<file path="config.mk">
export PLATFORM = sky130hd
export DESIGN_NAME = zigbee_fifo_apb_arbiter_flat
export DESIGN_NICKNAME = d
export VERILOG_FILES = /design/src/rtl/zigbee_fifo_apb_arbiter_if.sv /design/src/rtl/zigbee_fifo_apb_arbiter.sv /design/src/flat_wrapper.sv
export SDC_FILE = /design/constraint.sdc
export NUM_CORES = 1
export LEC_CHECK = 0
export ABC_AREA = 1
export ABC_CLOCK_PERIOD_IN_PS = 1900
export BUFFER_PORTS_ARGS = -buffer_cell sky130_fd_sc_hd__clkbuf_2
export CORE_UTILIZATION = 45
export CTS_BUF_LIST = sky130_fd_sc_hd__clkbuf_8 sky130_fd_sc_hd__clkbuf_16
export CTS_CLUSTER_SIZE = 16
export DETAILED_ROUTE_END_ITERATION = 10
export PLACE_DENSITY = 0.75
export SYNTH_ARGS = -nofsm -noshare
export SYNTH_HDL_FRONTEND = slang
export SYNTH_SLANG_ARGS = --single-unit
</file>
<file path="constraint.sdc">
create_clock -name clk_i -period 1.9 [get_ports clk_i]
set_clock_uncertainty 0.2 [all_clocks]
set_input_delay 0.285 -clock clk_i [delete_from_list [all_inputs] [get_ports clk_i]]
set_output_delay 0.285 -clock clk_i [all_outputs]
set_load 0.02 [all_outputs]
</file>
<file path="src/rtl/zigbee_fifo_apb_arbiter_if.sv">
// Bundle of requester handshakes and the shared APB FIFO port for zigbee_fifo_apb_arbiter.
// The master modport is the arbiter side; slave is the requester/FIFO environment side.
interface zigbee_fifo_apb_arbiter_if;
    logic       tx_req_i;
    logic [7:0] tx_data_i;
    logic       tx_ack_o;
    logic       tx_err_o;
    logic       rx_req_i;
    logic       rx_ack_o;
    logic       rx_err_o;
    logic [7:0] rx_data_o;
    logic       psel_tx_o;
    logic       psel_rx_o;
    logic       penable_o;
    logic       pwrite_o;
    logic [7:0] pwdata_o;
    logic [7:0] prdata_i;
    logic       pready_tx_i;
    logic       pready_rx_i;
    logic       pslverr_tx_i;
    logic       pslverr_rx_i;
    logic       busy_o;
    logic       timeout_o;

    modport master (
        input  tx_req_i, tx_data_i, rx_req_i, prdata_i,
               pready_tx_i, pready_rx_i, pslverr_tx_i, pslverr_rx_i,
        output tx_ack_o, tx_err_o, rx_ack_o, rx_err_o, rx_data_o,
               psel_tx_o, psel_rx_o, penable_o, pwrite_o, pwdata_o,
               busy_o, timeout_o
    );

    modport slave (
        output tx_req_i, tx_data_i, rx_req_i, prdata_i,
               pready_tx_i, pready_rx_i, pslverr_tx_i, pslverr_rx_i,
        input  tx_ack_o, tx_err_o, rx_ack_o, rx_err_o, rx_data_o,
               psel_tx_o, psel_rx_o, penable_o, pwrite_o, pwdata_o,
               busy_o, timeout_o
    );
endinterface

</file>
<file path="src/rtl/zigbee_fifo_apb_arbiter.sv">
// Round-robin arbiter that turns Tx-write / Rx-read requests into two-phase APB
// transfers on the shared FIFO port, with a bounded pready wait and error return.
module zigbee_fifo_apb_arbiter #(
    parameter int TIMEOUT_CYCLES = 16
) (
    input  logic                        clk_i,
    input  logic                        reset_i,
    zigbee_fifo_apb_arbiter_if.master   bus
);
    localparam int CW = $clog2(TIMEOUT_CYCLES + 1);
    localparam logic [CW-1:0] TMAX = CW'(TIMEOUT_CYCLES);

    typedef enum logic [1:0] {
        S_IDLE   = 2'd0,
        S_SETUP  = 2'd1,
        S_ACCESS = 2'd2,
        S_DONE   = 2'd3
    } state_e;

    typedef enum logic {
        G_TX = 1'b0,
        G_RX = 1'b1
    } grant_e;

    state_e          state_q, state_d;
    grant_e          grant_q, grant_d, last_grant_q, last_grant_d;
    logic [CW-1:0]   cnt_q, cnt_d, cnt_inc;
    logic            err_q, err_d, tout_q, tout_d;
    logic [7:0]      pwdata_q, pwdata_d, rx_data_q, rx_data_d;
    logic            psel_tx_q, psel_tx_d, psel_rx_q, psel_rx_d;
    logic            penable_q, penable_d, pwrite_q, pwrite_d;
    logic            tx_ack_q, tx_ack_d, tx_err_q, tx_err_d;
    logic            rx_ack_q, rx_ack_d, rx_err_q, rx_err_d;
    logic            timeout_q, timeout_d, busy_q, busy_d;
    logic            sel_ready, sel_err, xfer_phase;

    // Only the granted slave's handshake is ever looked at.
    assign sel_ready = (grant_q == G_RX) ? bus.pready_rx_i  : bus.pready_tx_i;
    assign sel_err   = (grant_q == G_RX) ? bus.pslverr_rx_i : bus.pslverr_tx_i;
    assign cnt_inc   = (cnt_q == TMAX) ? cnt_q : cnt_q + CW'(1);

    // Next-state, datapath and registered-output computation.
    always_comb begin
        state_d      = state_q;
        grant_d      = grant_q;
        last_grant_d = last_grant_q;
        cnt_d        = cnt_q;
        err_d        = err_q;
        tout_d       = tout_q;
        pwdata_d     = pwdata_q;
        rx_data_d    = rx_data_q;

        case (state_q)
            S_IDLE: begin
                cnt_d  = {CW{1'b0}};
                err_d  = 1'b0;
                tout_d = 1'b0;
                if (bus.tx_req_i && bus.rx_req_i) begin
                    grant_d = (last_grant_q == G_RX) ? G_TX : G_RX;
                    state_d = S_SETUP;
                end else if (bus.tx_req_i) begin
                    grant_d = G_TX;
                    state_d = S_SETUP;
                end else if (bus.rx_req_i) begin
                    grant_d = G_RX;
                    state_d = S_SETUP;
                end else begin
                    state_d = S_IDLE;
                end
                if (state_d == S_SETUP) begin
                    last_grant_d = grant_d;
                    if (grant_d == G_TX) begin
                        pwdata_d = bus.tx_data_i;
                    end else begin
                        pwdata_d = pwdata_q;
                    end
                end else begin
                    last_grant_d = last_grant_q;
                end
            end
            S_SETUP: begin
                state_d = S_ACCESS;
            end
            S_ACCESS: begin
                if (sel_ready) begin
                    err_d   = sel_err;
                    state_d = S_DONE;
                    if (grant_q == G_RX) begin
                        rx_data_d = bus.prdata_i;
                    end else begin
                        rx_data_d = rx_data_q;
                    end
                end else begin
                    cnt_d = cnt_inc;
                    if (cnt_inc == TMAX) begin
                        err_d   = 1'b1;
                        tout_d  = 1'b1;
                        state_d = S_DONE;
                    end else begin
                        state_d = S_ACCESS;
                    end
                end
            end
            S_DONE: begin
                cnt_d   = {CW{1'b0}};
                state_d = S_IDLE;
            end
            default: begin
                state_d = S_IDLE;
            end
        endcase

        // Outputs are registered, so they are derived from the state being entered.
        xfer_phase = (state_d == S_SETUP) || (state_d == S_ACCESS);
        busy_d     = (state_d != S_IDLE);
        psel_tx_d  = xfer_phase && (grant_d == G_TX);
        psel_rx_d  = xfer_phase && (grant_d == G_RX);
        penable_d  = (state_d == S_ACCESS);
        pwrite_d   = xfer_phase && (grant_d == G_TX);
        tx_ack_d   = (state_d == S_DONE) && (grant_d == G_TX);
        rx_ack_d   = (state_d == S_DONE) && (grant_d == G_RX);
        tx_err_d   = tx_ack_d && err_d;
        rx_err_d   = rx_ack_d && err_d;
        timeout_d  = (state_d == S_DONE) && tout_d;
    end

    // State and output registers with synchronous reset.
    always_ff @(posedge clk_i) begin
        if (reset_i) begin
            state_q      <= S_IDLE;
            grant_q      <= G_TX;
            last_grant_q <= G_RX;
            cnt_q        <= {CW{1'b0}};
            err_q        <= 1'b0;
            tout_q       <= 1'b0;
            pwdata_q     <= 8'h00;
            rx_data_q    <= 8'h00;
            psel_tx_q    <= 1'b0;
            psel_rx_q    <= 1'b0;
            penable_q    <= 1'b0;
            pwrite_q     <= 1'b0;
            tx_ack_q     <= 1'b0;
            tx_err_q     <= 1'b0;
            rx_ack_q     <= 1'b0;
            rx_err_q     <= 1'b0;
            timeout_q    <= 1'b0;
            busy_q       <= 1'b0;
        end else begin
            state_q      <= state_d;
            grant_q      <= grant_d;
            last_grant_q <= last_grant_d;
            cnt_q        <= cnt_d;
            err_q        <= err_d;
            tout_q       <= tout_d;
            pwdata_q     <= pwdata_d;
            rx_data_q    <= rx_data_d;
            psel_tx_q    <= psel_tx_d;
            psel_rx_q    <= psel_rx_d;
            penable_q    <= penable_d;
            pwrite_q     <= pwrite_d;
            tx_ack_q     <= tx_ack_d;
            tx_err_q     <= tx_err_d;
            rx_ack_q     <= rx_ack_d;
            rx_err_q     <= rx_err_d;
            timeout_q    <= timeout_d;
            busy_q       <= busy_d;
        end
    end

    assign bus.psel_tx_o = psel_tx_q;
    assign bus.psel_rx_o = psel_rx_q;
    assign bus.penable_o = penable_q;
    assign bus.pwrite_o  = pwrite_q;
    assign bus.pwdata_o  = pwdata_q;
    assign bus.rx_data_o = rx_data_q;
    assign bus.tx_ack_o  = tx_ack_q;
    assign bus.tx_err_o  = tx_err_q;
    assign bus.rx_ack_o  = rx_ack_q;
    assign bus.rx_err_o  = rx_err_q;
    assign bus.timeout_o = timeout_q;
    assign bus.busy_o    = busy_q;
endmodule

</file>
<file path="src/flat_wrapper.sv">
// flat-port wrapper written by rule: the top's interface ports become plain ports
module zigbee_fifo_apb_arbiter_flat 
#(
    parameter int TIMEOUT_CYCLES = 16
)
  (clk_i, reset_i, bus_tx_req_i, bus_tx_data_i, bus_rx_req_i, bus_prdata_i, bus_pready_tx_i, bus_pready_rx_i, bus_pslverr_tx_i, bus_pslverr_rx_i, bus_tx_ack_o, bus_tx_err_o, bus_rx_ack_o, bus_rx_err_o, bus_rx_data_o, bus_psel_tx_o, bus_psel_rx_o, bus_penable_o, bus_pwrite_o, bus_pwdata_o, bus_busy_o, bus_timeout_o);
  zigbee_fifo_apb_arbiter_if bus_i ();
  input  logic clk_i;
  input  logic reset_i;
  input wire logic [$bits(bus_i.tx_req_i)-1:0] bus_tx_req_i;
  input wire logic [$bits(bus_i.tx_data_i)-1:0] bus_tx_data_i;
  input wire logic [$bits(bus_i.rx_req_i)-1:0] bus_rx_req_i;
  input wire logic [$bits(bus_i.prdata_i)-1:0] bus_prdata_i;
  input wire logic [$bits(bus_i.pready_tx_i)-1:0] bus_pready_tx_i;
  input wire logic [$bits(bus_i.pready_rx_i)-1:0] bus_pready_rx_i;
  input wire logic [$bits(bus_i.pslverr_tx_i)-1:0] bus_pslverr_tx_i;
  input wire logic [$bits(bus_i.pslverr_rx_i)-1:0] bus_pslverr_rx_i;
  output wire logic [$bits(bus_i.tx_ack_o)-1:0] bus_tx_ack_o;
  output wire logic [$bits(bus_i.tx_err_o)-1:0] bus_tx_err_o;
  output wire logic [$bits(bus_i.rx_ack_o)-1:0] bus_rx_ack_o;
  output wire logic [$bits(bus_i.rx_err_o)-1:0] bus_rx_err_o;
  output wire logic [$bits(bus_i.rx_data_o)-1:0] bus_rx_data_o;
  output wire logic [$bits(bus_i.psel_tx_o)-1:0] bus_psel_tx_o;
  output wire logic [$bits(bus_i.psel_rx_o)-1:0] bus_psel_rx_o;
  output wire logic [$bits(bus_i.penable_o)-1:0] bus_penable_o;
  output wire logic [$bits(bus_i.pwrite_o)-1:0] bus_pwrite_o;
  output wire logic [$bits(bus_i.pwdata_o)-1:0] bus_pwdata_o;
  output wire logic [$bits(bus_i.busy_o)-1:0] bus_busy_o;
  output wire logic [$bits(bus_i.timeout_o)-1:0] bus_timeout_o;
  assign bus_i.tx_req_i = bus_tx_req_i;
  assign bus_i.tx_data_i = bus_tx_data_i;
  assign bus_i.rx_req_i = bus_rx_req_i;
  assign bus_i.prdata_i = bus_prdata_i;
  assign bus_i.pready_tx_i = bus_pready_tx_i;
  assign bus_i.pready_rx_i = bus_pready_rx_i;
  assign bus_i.pslverr_tx_i = bus_pslverr_tx_i;
  assign bus_i.pslverr_rx_i = bus_pslverr_rx_i;
  assign bus_tx_ack_o = bus_i.tx_ack_o;
  assign bus_tx_err_o = bus_i.tx_err_o;
  assign bus_rx_ack_o = bus_i.rx_ack_o;
  assign bus_rx_err_o = bus_i.rx_err_o;
  assign bus_rx_data_o = bus_i.rx_data_o;
  assign bus_psel_tx_o = bus_i.psel_tx_o;
  assign bus_psel_rx_o = bus_i.psel_rx_o;
  assign bus_penable_o = bus_i.penable_o;
  assign bus_pwrite_o = bus_i.pwrite_o;
  assign bus_pwdata_o = bus_i.pwdata_o;
  assign bus_busy_o = bus_i.busy_o;
  assign bus_timeout_o = bus_i.timeout_o;
  zigbee_fifo_apb_arbiter #(.TIMEOUT_CYCLES(TIMEOUT_CYCLES)) u_core (.clk_i(clk_i), .reset_i(reset_i), .bus(bus_i));
endmodule
</file>
## Word level (Yosys, flattened, before mapping)

Cells that the tools add are included.

| operators by class | value |
|---|---|
| add/sub/neg operators | 1 |
| eq/ne operators | 10 |
| muxes and demuxes | 24 |
| bitwise logic cells | 2 |
| reductions and logical operators | 17 |

Operators with widths:

| cell | number |
|---|---|
| two-way mux 1 bit | 14 |
| == test 5 bit, second input constant | 2 |
| two-way mux 5 bit | 2 |
| one-hot mux 5 bit (2 select lines) | 1 |
| == test 2 bit, second input constant | 4 |
| logical AND 1 bit | 8 |
| two-way mux 2 bit | 4 |
| one-hot mux 2 bit (4 select lines) | 1 |
| == test 2 x 1 -> 1 bit, second input constant | 3 |
| AND reduction 3 bit | 2 |
| adder 5 x 1 -> 5 bit, second input constant | 1 |
| one-hot mux 1 bit (2 select lines) | 2 |
| AND reduction 2 bit | 2 |
| nonzero test 2 bit | 2 |
| zero test 2 bit | 1 |
| != test 2 bit, second input constant | 1 |
| inverter 1 bit | 2 |
| OR reduction 2 bit | 1 |
| logical OR 1 bit | 1 |

| storage, ports and cells | value |
|---|---|
| flip-flop bits (word level) | 36 |
| input bits | 24 |
| word-level logic and storage cells | 71 |

## Logic depth before layout (Yosys ltp)

Gate-level depths: netlist of run 1.

| depth | value |
|---|---|
| depth after elaboration | 9 |
| mapped depth | 17 |

## Worst setup path after synthesis of run 1

OpenSTA, ideal clock, no wires.

| timing | value |
|---|---|
| path kind | register -> register |
| start | reg u_core.cnt_q[0] |
| end | reg u_core.psel_rx_q (netlist: u_core.bus.psel_rx_o) |
| arrival | 1.816 ns |
| slack | -0.194 ns |
| cell stages (with the launch flop) | 16 |
| period minus slack after synthesis | 2.094 ns |
| cells stage by stage | dfxtp_1 -> inv_1 -> ha_1 -> nand2_2 -> clkinv_2 -> nand3_1 -> nand2_1 -> nor2_1 -> nand3_2 -> nand2_1 -> nand3_2 -> nand2_2 -> inv_2 -> ha_1 -> inv_1 -> nor3_1 |

| on the way | value |
|---|---|
| longest elaborated chain between the ends | 9 |

Ends and longest elaborated chain:

| what | RTL line | source |
|---|---|---|
| start: declaration | zigbee_fifo_apb_arbiter.sv:27 | `logic [CW-1:0] cnt_q, cnt_d, cnt_inc;` |
| start signal: assignment | zigbee_fifo_apb_arbiter.sv:133 | `cnt_q <= {CW{1'b0}};` |
| start signal: assignment | zigbee_fifo_apb_arbiter.sv:152 | `cnt_q <= cnt_d;` |
| adder 5 x 1 -> 5 bit / == test 5 bit (equally long branches) | zigbee_fifo_apb_arbiter.sv:40 | `assign cnt_inc = (cnt_q == TMAX) ? cnt_q : cnt_q + CW'(1);` |
| two-way mux 5 bit (*) | zigbee_fifo_apb_arbiter.sv:40 |  |
| == test 5 bit (*) | zigbee_fifo_apb_arbiter.sv:95 | `if (cnt_inc == TMAX) begin` |
| two-way mux 1 bit (*) | zigbee_fifo_apb_arbiter.sv:95 |  |
| two-way mux 2 bit (*) | zigbee_fifo_apb_arbiter.sv:85 | `if (sel_ready) begin` |
| one-hot mux 2 bit (4 select lines) (*) | zigbee_fifo_apb_arbiter.sv:53 | `case (state_q)` |
| via u_core.state_d[0] | zigbee_fifo_apb_arbiter.sv:25 | `state_e state_q, state_d;` |
| == test 2 x 1 -> 1 bit / == test 2 bit (equally long branches) | zigbee_fifo_apb_arbiter.sv:114 | `xfer_phase = (state_d == S_SETUP) \|\| (state_d == S_ACCESS);` |
| logical OR 1 bit (*) | zigbee_fifo_apb_arbiter.sv:114 |  |
| logical AND 1 bit (*) | zigbee_fifo_apb_arbiter.sv:117 | `psel_rx_d = xfer_phase && (grant_d == G_RX);` |
| end signal: assignment | zigbee_fifo_apb_arbiter.sv:158 | `psel_rx_q <= psel_rx_d;` |
| end: declaration | zigbee_fifo_apb_arbiter.sv:30 | `logic psel_tx_q, psel_tx_d, psel_rx_q, psel_rx_d;` |

Mark *: on every way through the listed nets, which the timed path passes. The rest lies on a longest branch.
A chain may end at the register's enable or synchronous reset.

## Worst setup path in the final report of run 1

| timing | value |
|---|---|
| start | reg u_core.cnt_q[0] |
| end | reg u_core.state_q[0] |

| on the way | value |
|---|---|
| longest elaborated chain between the ends | 6 |

Ends and longest elaborated chain:

| what | RTL line | source |
|---|---|---|
| adder 5 x 1 -> 5 bit / == test 5 bit (equally long branches) | zigbee_fifo_apb_arbiter.sv:40 |  |
| two-way mux 5 bit (*) | zigbee_fifo_apb_arbiter.sv:40 |  |
| == test 5 bit (*) | zigbee_fifo_apb_arbiter.sv:95 |  |
| two-way mux 1 bit (*) | zigbee_fifo_apb_arbiter.sv:95 |  |
| two-way mux 2 bit (*) | zigbee_fifo_apb_arbiter.sv:85 |  |
| one-hot mux 2 bit (4 select lines) (*) | zigbee_fifo_apb_arbiter.sv:53 |  |
| end signal: assignment | zigbee_fifo_apb_arbiter.sv:149 | `state_q <= state_d;` |
| end: declaration | zigbee_fifo_apb_arbiter.sv:25 |  |

Mark *: on every way between the ends. The rest lies on a longest branch, timed or not.

==> flow_summary.json, run 1 <==
{
  "routed_wl_um": 3530,
  "firstDrtPassIters": 4,
  "dieArea_um2": 3700,
  "worstPathRequired_ns": 1.93,
  "violations": "setup timing",
  "grt_max_degree": 23,
  "clockRootBuffer": "clkbuf_8",
  "io_buffer_count": 49,
  "diodes": 0,
  "path_class": "reg2reg",
  "synth_edf_count": 0,
  "arrival_ns": 2.11,
  "wire_per_inst_um": 11.1,
  "overflow": 0,
  "initial_utilization_pct": 46.7,
  "netlist_area_um2": 1560,
  "run_status": "complete, but fails checks",
  "cts_buffers": 5,
  "synthCells": 202,
  "synth.area.top_cells": "dfxtp_1, nand2_1, a21oi_1, inv_1, ha_1",
  "cp-start-kind": "register",
  "seq_area_frac_synth_pct": 46.2,
  "fillerInstances": 287,
  "yosysTopAreaCell": "dfxtp_1",
  "routed_via_density": 4.74,
  "setup_slack_ns": -0.183,
  "yosys_register_bits": 36,
  "leakage_nw": 1.01,
  "synthArstFlopShare_pct": 0,
  "ys.flop_type": "dfxtp_1",
  "place_area_um2": 1950,
  "slew_headroom_pct": 64.6,
  "nNetsFinal": 302,
  "die_x_um": 60.9,
  "ys_types": 23,
  "synth_nets": 233,
  "clkLatencyLatePin_ns": 0.29,
  "cts_buffer_depth": 2,
  "die_y_um": 60.9,
  "synth_top_area_share_pct": 46.2,
  "num_vias": 1508,
  "finalHoldViolCount": 0,
  "cts_sinks": 36,
  "whs_ns": 0.0411,
  "drcViolationCount": 0,
  "p_total_mw": 1.94,
  "clk_pin_slew_ns": 0.07,
  "slew_viol_final": 0,
  "row_count": 21,
  "worst_setup_path_end_kind": "register",
  "htree_num_levels": 2,
  "track_usage_pct": 20.5,
  "io_pins": 50,
  "cap_viol_max_count": 0,
  "hpwl_um": 2360,
  "yosysWarnings": 0,
  "gp_congestion": 0.793,
  "antenna_found_initial": 0,
  "crit_path_max_fanout": 4,
  "synth_common_cells": "nand2_1, dfxtp_1, inv_1, a21oi_1, o21ai_0",
  "grt_pass1_vias": 1370,
  "min_period_ns": 2.08,
  "synth_most_common_cell": "nand2_1",
  "avgSynthCellArea_um2": 7.72,
  "period_share_pct": 110,
  "final_area_um2": 2200,
  "drive_above_1_share_pct": 44.5,
  "ir_drop_v": 0.000555,
  "final_antenna_net_count": 0,
  "grt_pass1_wl_um": 5550,
  "tightest_slew_ns": 0.526,
  "grt_setup_unrepaired": "yes",
  "area_growth_pct": 41.1,
  "cts_tree": "done",
  "hold_path.class": "in2reg",
  "power_density_nw_per_um2": 883,
  "core_area_um2": 3340,
  "drtIter0Drc": 47,
  "setup_violations": 9,
  "fmax_mhz": 480,
  "fin_setup_tns_ns": -1.07
}
layout make-up:
class,instances,area [µm²],area share (%)
inverters,32,130,5.92
multi-input cells,129,803,36.5
flip-flops and latches,36,728,33.1
well taps,46,57.6,2.62
clock buffers,6,82.6,3.75
clock inverters,2,13.8,0.626
repair buffers,67,384,17.5
what timing repair did:
| item | in CTS | in global routing |
|---|---|---|
| endpoints found under the setup margin | 8 | 18 |
| resized for setup | 9 | 18 |
| pin swaps | 10 | 11 |
| hold endpoints to repair | 0 | 0 |
| hold buffers | 0 | 0 |
| setup buffers | 6 | 2 |
path summary, 6_finish.rpt:
check        cells past startpoint                                 start  slack [ns]                                   end
max                             14          u_core.cnt_q[0]$_SDFFE_PP0P_       -0.18          u_core.state_q[0]$_SDFF_PP0_
min                              3                      bus_tx_data_i[3]        0.04   u_core.bus.pwdata_o[3]$_SDFFE_PP0P_
max reg2reg                     14          u_core.cnt_q[0]$_SDFFE_PP0P_       -0.18          u_core.state_q[0]$_SDFF_PP0_
min reg2reg                      2  u_core.bus.rx_data_o[5]$_SDFFE_PP0P_        0.25  u_core.bus.rx_data_o[5]$_SDFFE_PP0P_
report_power, final:
part / internal (mW) / total (mW) / switching (mW)
sequential: 0.816 / 0.850 / 0.0339
combinational: 0.194 / 0.521 / 0.327
clock: 0.296 / 0.571 / 0.275
through the flow:
| step | setup WS [ns] | cells | util [%] |
|---|---|---|---|
| CTS | -0.148 | 316 | 64.0 |
| detailed placement | -0.172 | 302 | 58.5 |
| global route | -0.261 | 318 | 65.9 |
| global placement | -0.107 | 302 | 58.5 |
| floorplan | -0.0677 | 202 | - |
| finish | -0.183 | 318 | 65.9 |
cells in the final DEF (no fill, tap or decap), types with 4 or more instances in the layout:
master / n
inv_2: 5
o21ai_0: 14
nand3_2: 4
clkbuf_8: 6
clkbuf_2: 49
dfxtp_1: 34
nand3_1: 11
nor2_1: 8
a21oi_1: 23
inv_1: 23
o21ai_2: 4
nand2_1: 32
nor2_2: 4
buf_4: 17
nand2_2: 10
critical path, stage by stage (launching register included):
cell and delay [ns]:
dfxtp_4 0.36, ha_1 0.23, inv_1 0.06, nand2_1 0.05, nand2_1 0.07, nor2_2 0.05, nor2_1 0.14, nand3_2 0.09
nand2_1 0.08, nand3_2 0.09, buf_4 0.15, buf_4 0.12, buf_4 0.12, buf_4 0.12, a21oi_2 0.09
layer usage:
layer	wire length, µm	GRT usage (%)	part of all wire (%)
met1	1490	23.0	42
met3	149	6.40	4.2
met5	0	0	0
met2	1840	35.2	52
met4	49	9.74	1.4
sequential cells by signal (all words and copies together) (netlist names), 2 cells and up:
register	count
u_core.bus.pwdata_o	8
u_core.bus.rx_data_o	8
u_core.cnt_q	5
u_core.state_q	2
cells by family after synthesis:
group,count (synthesis),share of synthesized area [%]
simple gates,78,22.9
compound gates,43,15.0
buf+inv,37,9.23
flops,36,46.2
fa+ha+maj,7,5.62
xor+xnor,1,1.04
Power figures use the tool's default switching activity.
==> inputs of run 2 (changes only) <==
--- a/config.mk
+++ b/config.mk
@@ -12,6 +12,7 @@
 export CTS_BUF_LIST = sky130_fd_sc_hd__clkbuf_8 sky130_fd_sc_hd__clkbuf_16
 export CTS_CLUSTER_SIZE = 16
 export DETAILED_ROUTE_END_ITERATION = 10
+export HOLD_SLACK_MARGIN = 0.1
 export PLACE_DENSITY = 0.75
 export SYNTH_ARGS = -nofsm -noshare
 export SYNTH_HDL_FRONTEND = slang
==> run 2 against run 1 <==
The run still ends with setup timing left. Die area unchanged. Sequential cell count stayed put. Maximum frequency is 0.14% lower. Hold slack gained 0.072 ns. Count of clock-buffer cells in the layout did not move. Sequential power hardly changed. Via count is 4.0% higher. Final cell count increased by 4.7%. Sequential share of layout area shrank 2.1 points. Wire length rose by 8.6%. Critical path depth unchanged. Highest routed layer unchanged.
==> flow_summary.json, run 2 (synthesized netlist as in run 1, its figures left out) <==
{
  "grt-busiest-layer": "met2",
  "finalHoldViolCount": 0,
  "critical_path.most_common_cell": "buf_4",
  "fillerInstances": 264,
  "arrival_ns": 2.12,
  "slew_viol_final": 0,
  "holdPathStages": 3,
  "firstDrtPassIters": 4,
  "min_to": "u_core.bus.rx_data_o[7]$_SDFFE_PP0P_",
  "grt_pass1_wl_um": 5940,
  "met3_usage_pct": 6.61,
  "clk_pin_slew_ns": 0.07,
  "fin_cells": 333,
  "setup_slack_ns": -0.186,
  "tightest_slew_ns": 0.529,
  "grt_setup_unrepaired": "yes",
  "hpwl_um": 2360,
  "r2r_cells": 14,
  "worstReg2RegEnd": "u_core.state_q[0]$_SDFF_PP0_",
  "worst_setup_path_end_kind": "register",
  "period_share_pct": 110,
  "nNetsFinal": 317,
  "final_antenna_net_count": 0,
  "utilization_pct": 70.4,
  "drcViolationCount": 0,
  "cpPeakStageDelay_ns": 0.36,
  "regToRegStartpoint": "u_core.cnt_q[0]$_SDFFE_PP0P_",
  "io_buffer_count": 49,
  "crit_path_max_fanout": 4,
  "worst_path_max_delay_cell": "dfxtp_4",
  "regArea_um2": 728,
  "routed_via_density": 4.71,
  "row_count": 21,
  "leakage_nw": 1.07,
  "area_growth_pct": 50.7,
  "worstPathRequired_ns": 1.93,
  "final_common_cell": "clkbuf_2",
  "grt_use_met1_pct": 23.9,
  "htree_num_levels": 2,
  "antenna_found_initial": 0,
  "overflow": 0,
  "path_cells": "ha_1, inv_1, nand2_1, nand2_1, nor2_2, nor2_1, nand3_2, nand2_1, nand3_2, buf_4, buf_4, buf_4, buf_4, a21oi_2",
  "io_pins": 50,
  "hold_start": "bus_prdata_i[7]",
  "track_usage_pct": 21.9,
  "p_total_mw": 1.98,
  "clockRootBuffer": "clkbuf_8",
  "min_period_ns": 2.09,
  "final_cell_mix": "clkbuf_2, dfxtp_1, nand2_1, inv_1, a21oi_1",
  "routed_wl_um": 3840,
  "critPathLaunch": "u_core.cnt_q[0]$_SDFFE_PP0P_",
  "die_y_um": 60.9,
  "fmax_mhz": 479,
  "grt_pass1_vias": 1458,
  "hold_path.class": "in2reg",
  "cts_sinks": 36,
  "cts_buffer_depth": 2,
  "core_area_um2": 3340,
  "diodes": 0,
  "power_density_nw_per_um2": 841,
  "drtIter0Drc": 50,
  "initial_utilization_pct": 46.7,
  "wire_per_inst_um": 11.5,
  "ir_drop_v": 0.000558,
  "run_status": "complete, but fails checks",
  "grt.met2_usage_pct": 38.6,
  "grt_max_degree": 23,
  "cap_viol_max_count": 0,
  "setup_violations": 9,
  "dp_cells": 302,
  "gp_congestion": 0.793,
  "dieArea_um2": 3700,
  "clkLatencyLatePin_ns": 0.29,
  "die_x_um": 60.9,
  "rrSetupSlack_ns": -0.19,
  "fin_setup_tns_ns": -1.09,
  "path_class": "reg2reg",
  "slew_headroom_pct": 64.4,
  "multi_input_area_um2": 803,
  "cts_tree": "done",
  "num_vias": 1568,
  "violations": "setup timing",
  "cts_buffers": 5,
  "cp-start-kind": "register",
  "drive_above_1_share_pct": 42.2
}
run 2: changes by cell type in the layout (fill, tap and decap cells not counted), sizes merged:
| cell | delta |
|---|---|
| dlygate4sd3 | +15 |
run 2: repair_timing:
action	CTS	global route
gates resized for setup	9	18
pin swaps	10	11
endpoints found under the setup margin	8	18
endpoints found under the hold margin	15	0
buffers inserted	6	2
hold buffers	15	0
run 2: report_power, final:
part	switching, mW	internal, mW	total [mW]	leakage (nW)
Combinational	0.333	0.214	0.547	0.722
Sequential	0.0339	0.816	0.850	0.295
Clock	0.283	0.296	0.579	0.0516
run 2: how the worst max path moves through the flow:
| stage | endpoint | depth (start not counted) | slack, ns |
|---|---|---|---|
| after detailed placement | u_core.bus.psel_rx_o$_SDFF_PP0_ | 16 | -0.17 |
| after global placement | u_core.bus.psel_rx_o$_SDFF_PP0_ | 16 | -0.11 |
| after floorplan | u_core.bus.psel_rx_o$_SDFF_PP0_ | 16 | -0.07 |
| after global routing | u_core.bus.tx_err_o$_SDFF_PP0_ | 17 | -0.26 |
| after CTS | u_core.state_q[0]$_SDFF_PP0_ | 16 | -0.15 |
| final | u_core.state_q[0]$_SDFF_PP0_ | 14 | -0.19 |
run 2: cell type report:
| type | count | share of cell area (%) |
|---|---|---|
| Multi-Input combinational cell | 129 | 34.2 |
| Sequential cell | 36 | 31.0 |
| Timing Repair Buffer | 82 | 22.7 |
| Inverter | 32 | 5.54 |
| Clock buffer | 6 | 3.51 |
| Tap cell | 46 | 2.45 |
| Clock inverter | 2 | 0.586 |
run 2: metrics by stage:
step                      setup WS (ns)  instance area [µm²]  hold WS [ns]
final                            -0.186                 2350         0.113
after global routing             -0.256                 2350         0.172
after floorplan                 -0.0677                 1600         0.163
after CTS                        -0.148                 2290         0.102
after global placement           -0.107                 1950         0.234
after detailed placement         -0.172                 1950         0.238
run 2: per-layer routing:
layer	up-vias	wire [µm]
met5	-	0
met4	0	76
met3	9	170
met2	44	2000
met1	709	1590
li1	806	-
run 2: worst max-delay path, delay by kind of cell (launching register included):
family / cells / cell delay [ns]
DFF: 1 / 0.36
buffers and inverters: 5 / 0.57
AOI/OAI and AO/OA: 1 / 0.09
and+or+nand+nor: 7 / 0.58
adders and majority gates: 1 / 0.23
==> inputs of run 3 (changes only) <==
--- a/config.mk
+++ b/config.mk
@@ -8,12 +8,11 @@
 export ABC_AREA = 1
 export ABC_CLOCK_PERIOD_IN_PS = 1900
 export BUFFER_PORTS_ARGS = -buffer_cell sky130_fd_sc_hd__clkbuf_2
-export CORE_UTILIZATION = 45
+export CORE_UTILIZATION = 35
 export CTS_BUF_LIST = sky130_fd_sc_hd__clkbuf_8 sky130_fd_sc_hd__clkbuf_16
 export CTS_CLUSTER_SIZE = 16
 export DETAILED_ROUTE_END_ITERATION = 10
 export HOLD_SLACK_MARGIN = 0.1
-export PLACE_DENSITY = 0.75
 export SYNTH_ARGS = -nofsm -noshare
 export SYNTH_HDL_FRONTEND = slang
 export SYNTH_SLANG_ARGS = --single-unit
==> run 3 against run 2 <==
The flow still finishes with violations (setup timing). Power shrank 1.6%. Wire length shrank 0.23%. Non-clock buffer count grew 1. Via count shrank 2.4%. First-iteration DRC count shrank 38%. Worst setup slack gained 0.019 ns. Sequential cell count is the same. Die area grew 28%. Clock power shrank 4.5%. Combinational power shrank 1%. Register-to-register slack gained 0.02 ns. Critical endpoint is now u_core.bus.penable_o$_SDFF_PP0_. Largest power group unchanged. Highest routed layer unchanged.
==> flow_summary.json, run 3 (synthesized netlist as in run 1, its figures left out) <==
{
  "num_vias": 1531,
  "diodes": 0,
  "drtIter0Drc": 31,
  "setup_violations": 10,
  "clk_pin_slew_ns": 0.07,
  "drcViolationCount": 0,
  "die_y_um": 68.7,
  "routed_wl_um": 3830,
  "hold_path.class": "in2reg",
  "final_cell_mix": "clkbuf_2, dfxtp_1, nand2_1, inv_1, a21oi_1",
  "fin_cells": 338,
  "path_class": "reg2reg",
  "gp_congestion": 0.808,
  "setup_slack_ns": -0.168,
  "dp_cells": 308,
  "cts_sinks": 36,
  "leakage_nw": 1.07,
  "core_area_um2": 4140,
  "drive_above_1_share_pct": 40.6,
  "routed_via_density": 4.53,
  "cts_buffer_depth": 2,
  "wire_per_inst_um": 11.3,
  "clockRootBuffer": "clkbuf_8",
  "tightest_slew_ns": 0.431,
  "cts_buffers": 5,
  "dieArea_um2": 4730,
  "ir_drop_v": 0.000470,
  "violations": "setup timing",
  "final_common_cell": "clkbuf_2",
  "io_buffer_count": 49,
  "period_share_pct": 109,
  "run_status": "complete, but fails checks",
  "worst_setup_path_end_kind": "register",
  "power_density_nw_per_um2": 830,
  "area_growth_pct": 50.3,
  "grt_pass1_vias": 1405,
  "grt_max_degree": 23,
  "min_period_ns": 2.07,
  "slew_viol_final": 0,
  "nNetsFinal": 318,
  "firstDrtPassIters": 4,
  "htree_num_levels": 2,
  "track_usage_pct": 17.6,
  "cp-start-kind": "register",
  "grt_pass1_wl_um": 6060,
  "r2r_cells": 17,
  "fmax_mhz": 484,
  "final_antenna_net_count": 0,
  "cts_tree": "done",
  "cap_viol_max_count": 0,
  "overflow": 0,
  "grt_setup_unrepaired": "yes",
  "hpwl_um": 2430,
  "arrival_ns": 2.04,
  "final_area_um2": 2340,
  "die_x_um": 68.7,
  "clkLatencyLatePin_ns": 0.28,
  "row_count": 23,
  "crit_path_max_fanout": 3,
  "place_area_um2": 1970,
  "worstPathRequired_ns": 1.87,
  "antenna_found_initial": 0,
  "holdPathStages": 3,
  "slew_headroom_pct": 71.2,
  "finalHoldViolCount": 0,
  "p_total_mw": 1.94,
  "io_pins": 50,
  "initial_utilization_pct": 37.6
}
## run 3: final timing paths
check                                       start                                    to  slack, ns
max reg2reg          u_core.cnt_q[0]$_SDFFE_PP0P_       u_core.bus.penable_o$_SDFF_PP0_      -0.17
max                  u_core.cnt_q[0]$_SDFFE_PP0P_       u_core.bus.penable_o$_SDFF_PP0_      -0.17
min                                       reset_i      u_core.last_grant_q$_SDFFE_PP1P_       0.18
min reg2reg  u_core.bus.rx_data_o[6]$_SDFFE_PP0P_  u_core.bus.rx_data_o[6]$_SDFFE_PP0P_       0.25
## run 3: metal layers
layer | GRT usage [%] | routed length [µm] | vias to the layer above | part of all wire, %
li1 | - | - | 806 | -
met1 | 21.1 | 1770 | 678 | 46
met2 | 29.2 | 1800 | 45 | 47
met3 | 5.59 | 239 | 2 | 6.2
met4 | 6.89 | 23 | 0 | 0.60
met5 | 0 | 0 | - | 0
## run 3: what timing repair did
item,in CTS,in global routing
hold buffers,16,0
setup endpoints to repair,8,11
buffers inserted,5,3
endpoints found under the hold margin,16,0
gates resized for setup,8,13
pin swaps,15,10
## run 3: layout make-up
class | instances | area [µm²]
clock inverter | 2 | 10.0
timing repair buffer | 83 | 548
tap | 50 | 62.6
clock buffer | 6 | 82.6
multi-input combinational | 129 | 787
inverter | 32 | 128
sequential | 36 | 726
fill | 413 | 1800
## run 3: report_power, final
group          leakage (nW)  internal, mW  switching [mW]
clock                0.0529         0.290           0.263
combinational         0.725         0.212           0.329
sequential            0.294         0.817          0.0335
total                  1.07          1.32           0.626
## run 3: worst max-delay path, stage by stage (launching register included)
cell      delay [ns]
dfxtp_4         0.36
inv_4           0.06
ha_4            0.13
nand2_4         0.06
clkinv_4        0.06
nand2_4         0.04
nand2_2         0.06
nand2_2         0.07
nor2_2          0.11
nand3_2         0.08
nand2_2         0.08
nand3_2         0.07
nand2_2         0.11
inv_2           0.06
buf_4           0.13
ha_1            0.19
inv_1           0.05
nor2_1          0.03
## run 3: metrics by stage
step                setup WS, ns  util, %  TNS [ns]  hold WS, ns
global route              -0.324     56.6     -2.75        0.194
floorplan                -0.0677        -    -0.181        0.163
detailed placement        -0.150     47.6    -0.814        0.238
CTS                       -0.135     55.2    -0.657        0.155
global placement          -0.136     47.6    -0.652        0.234
finish                    -0.168     56.6     -1.22        0.181
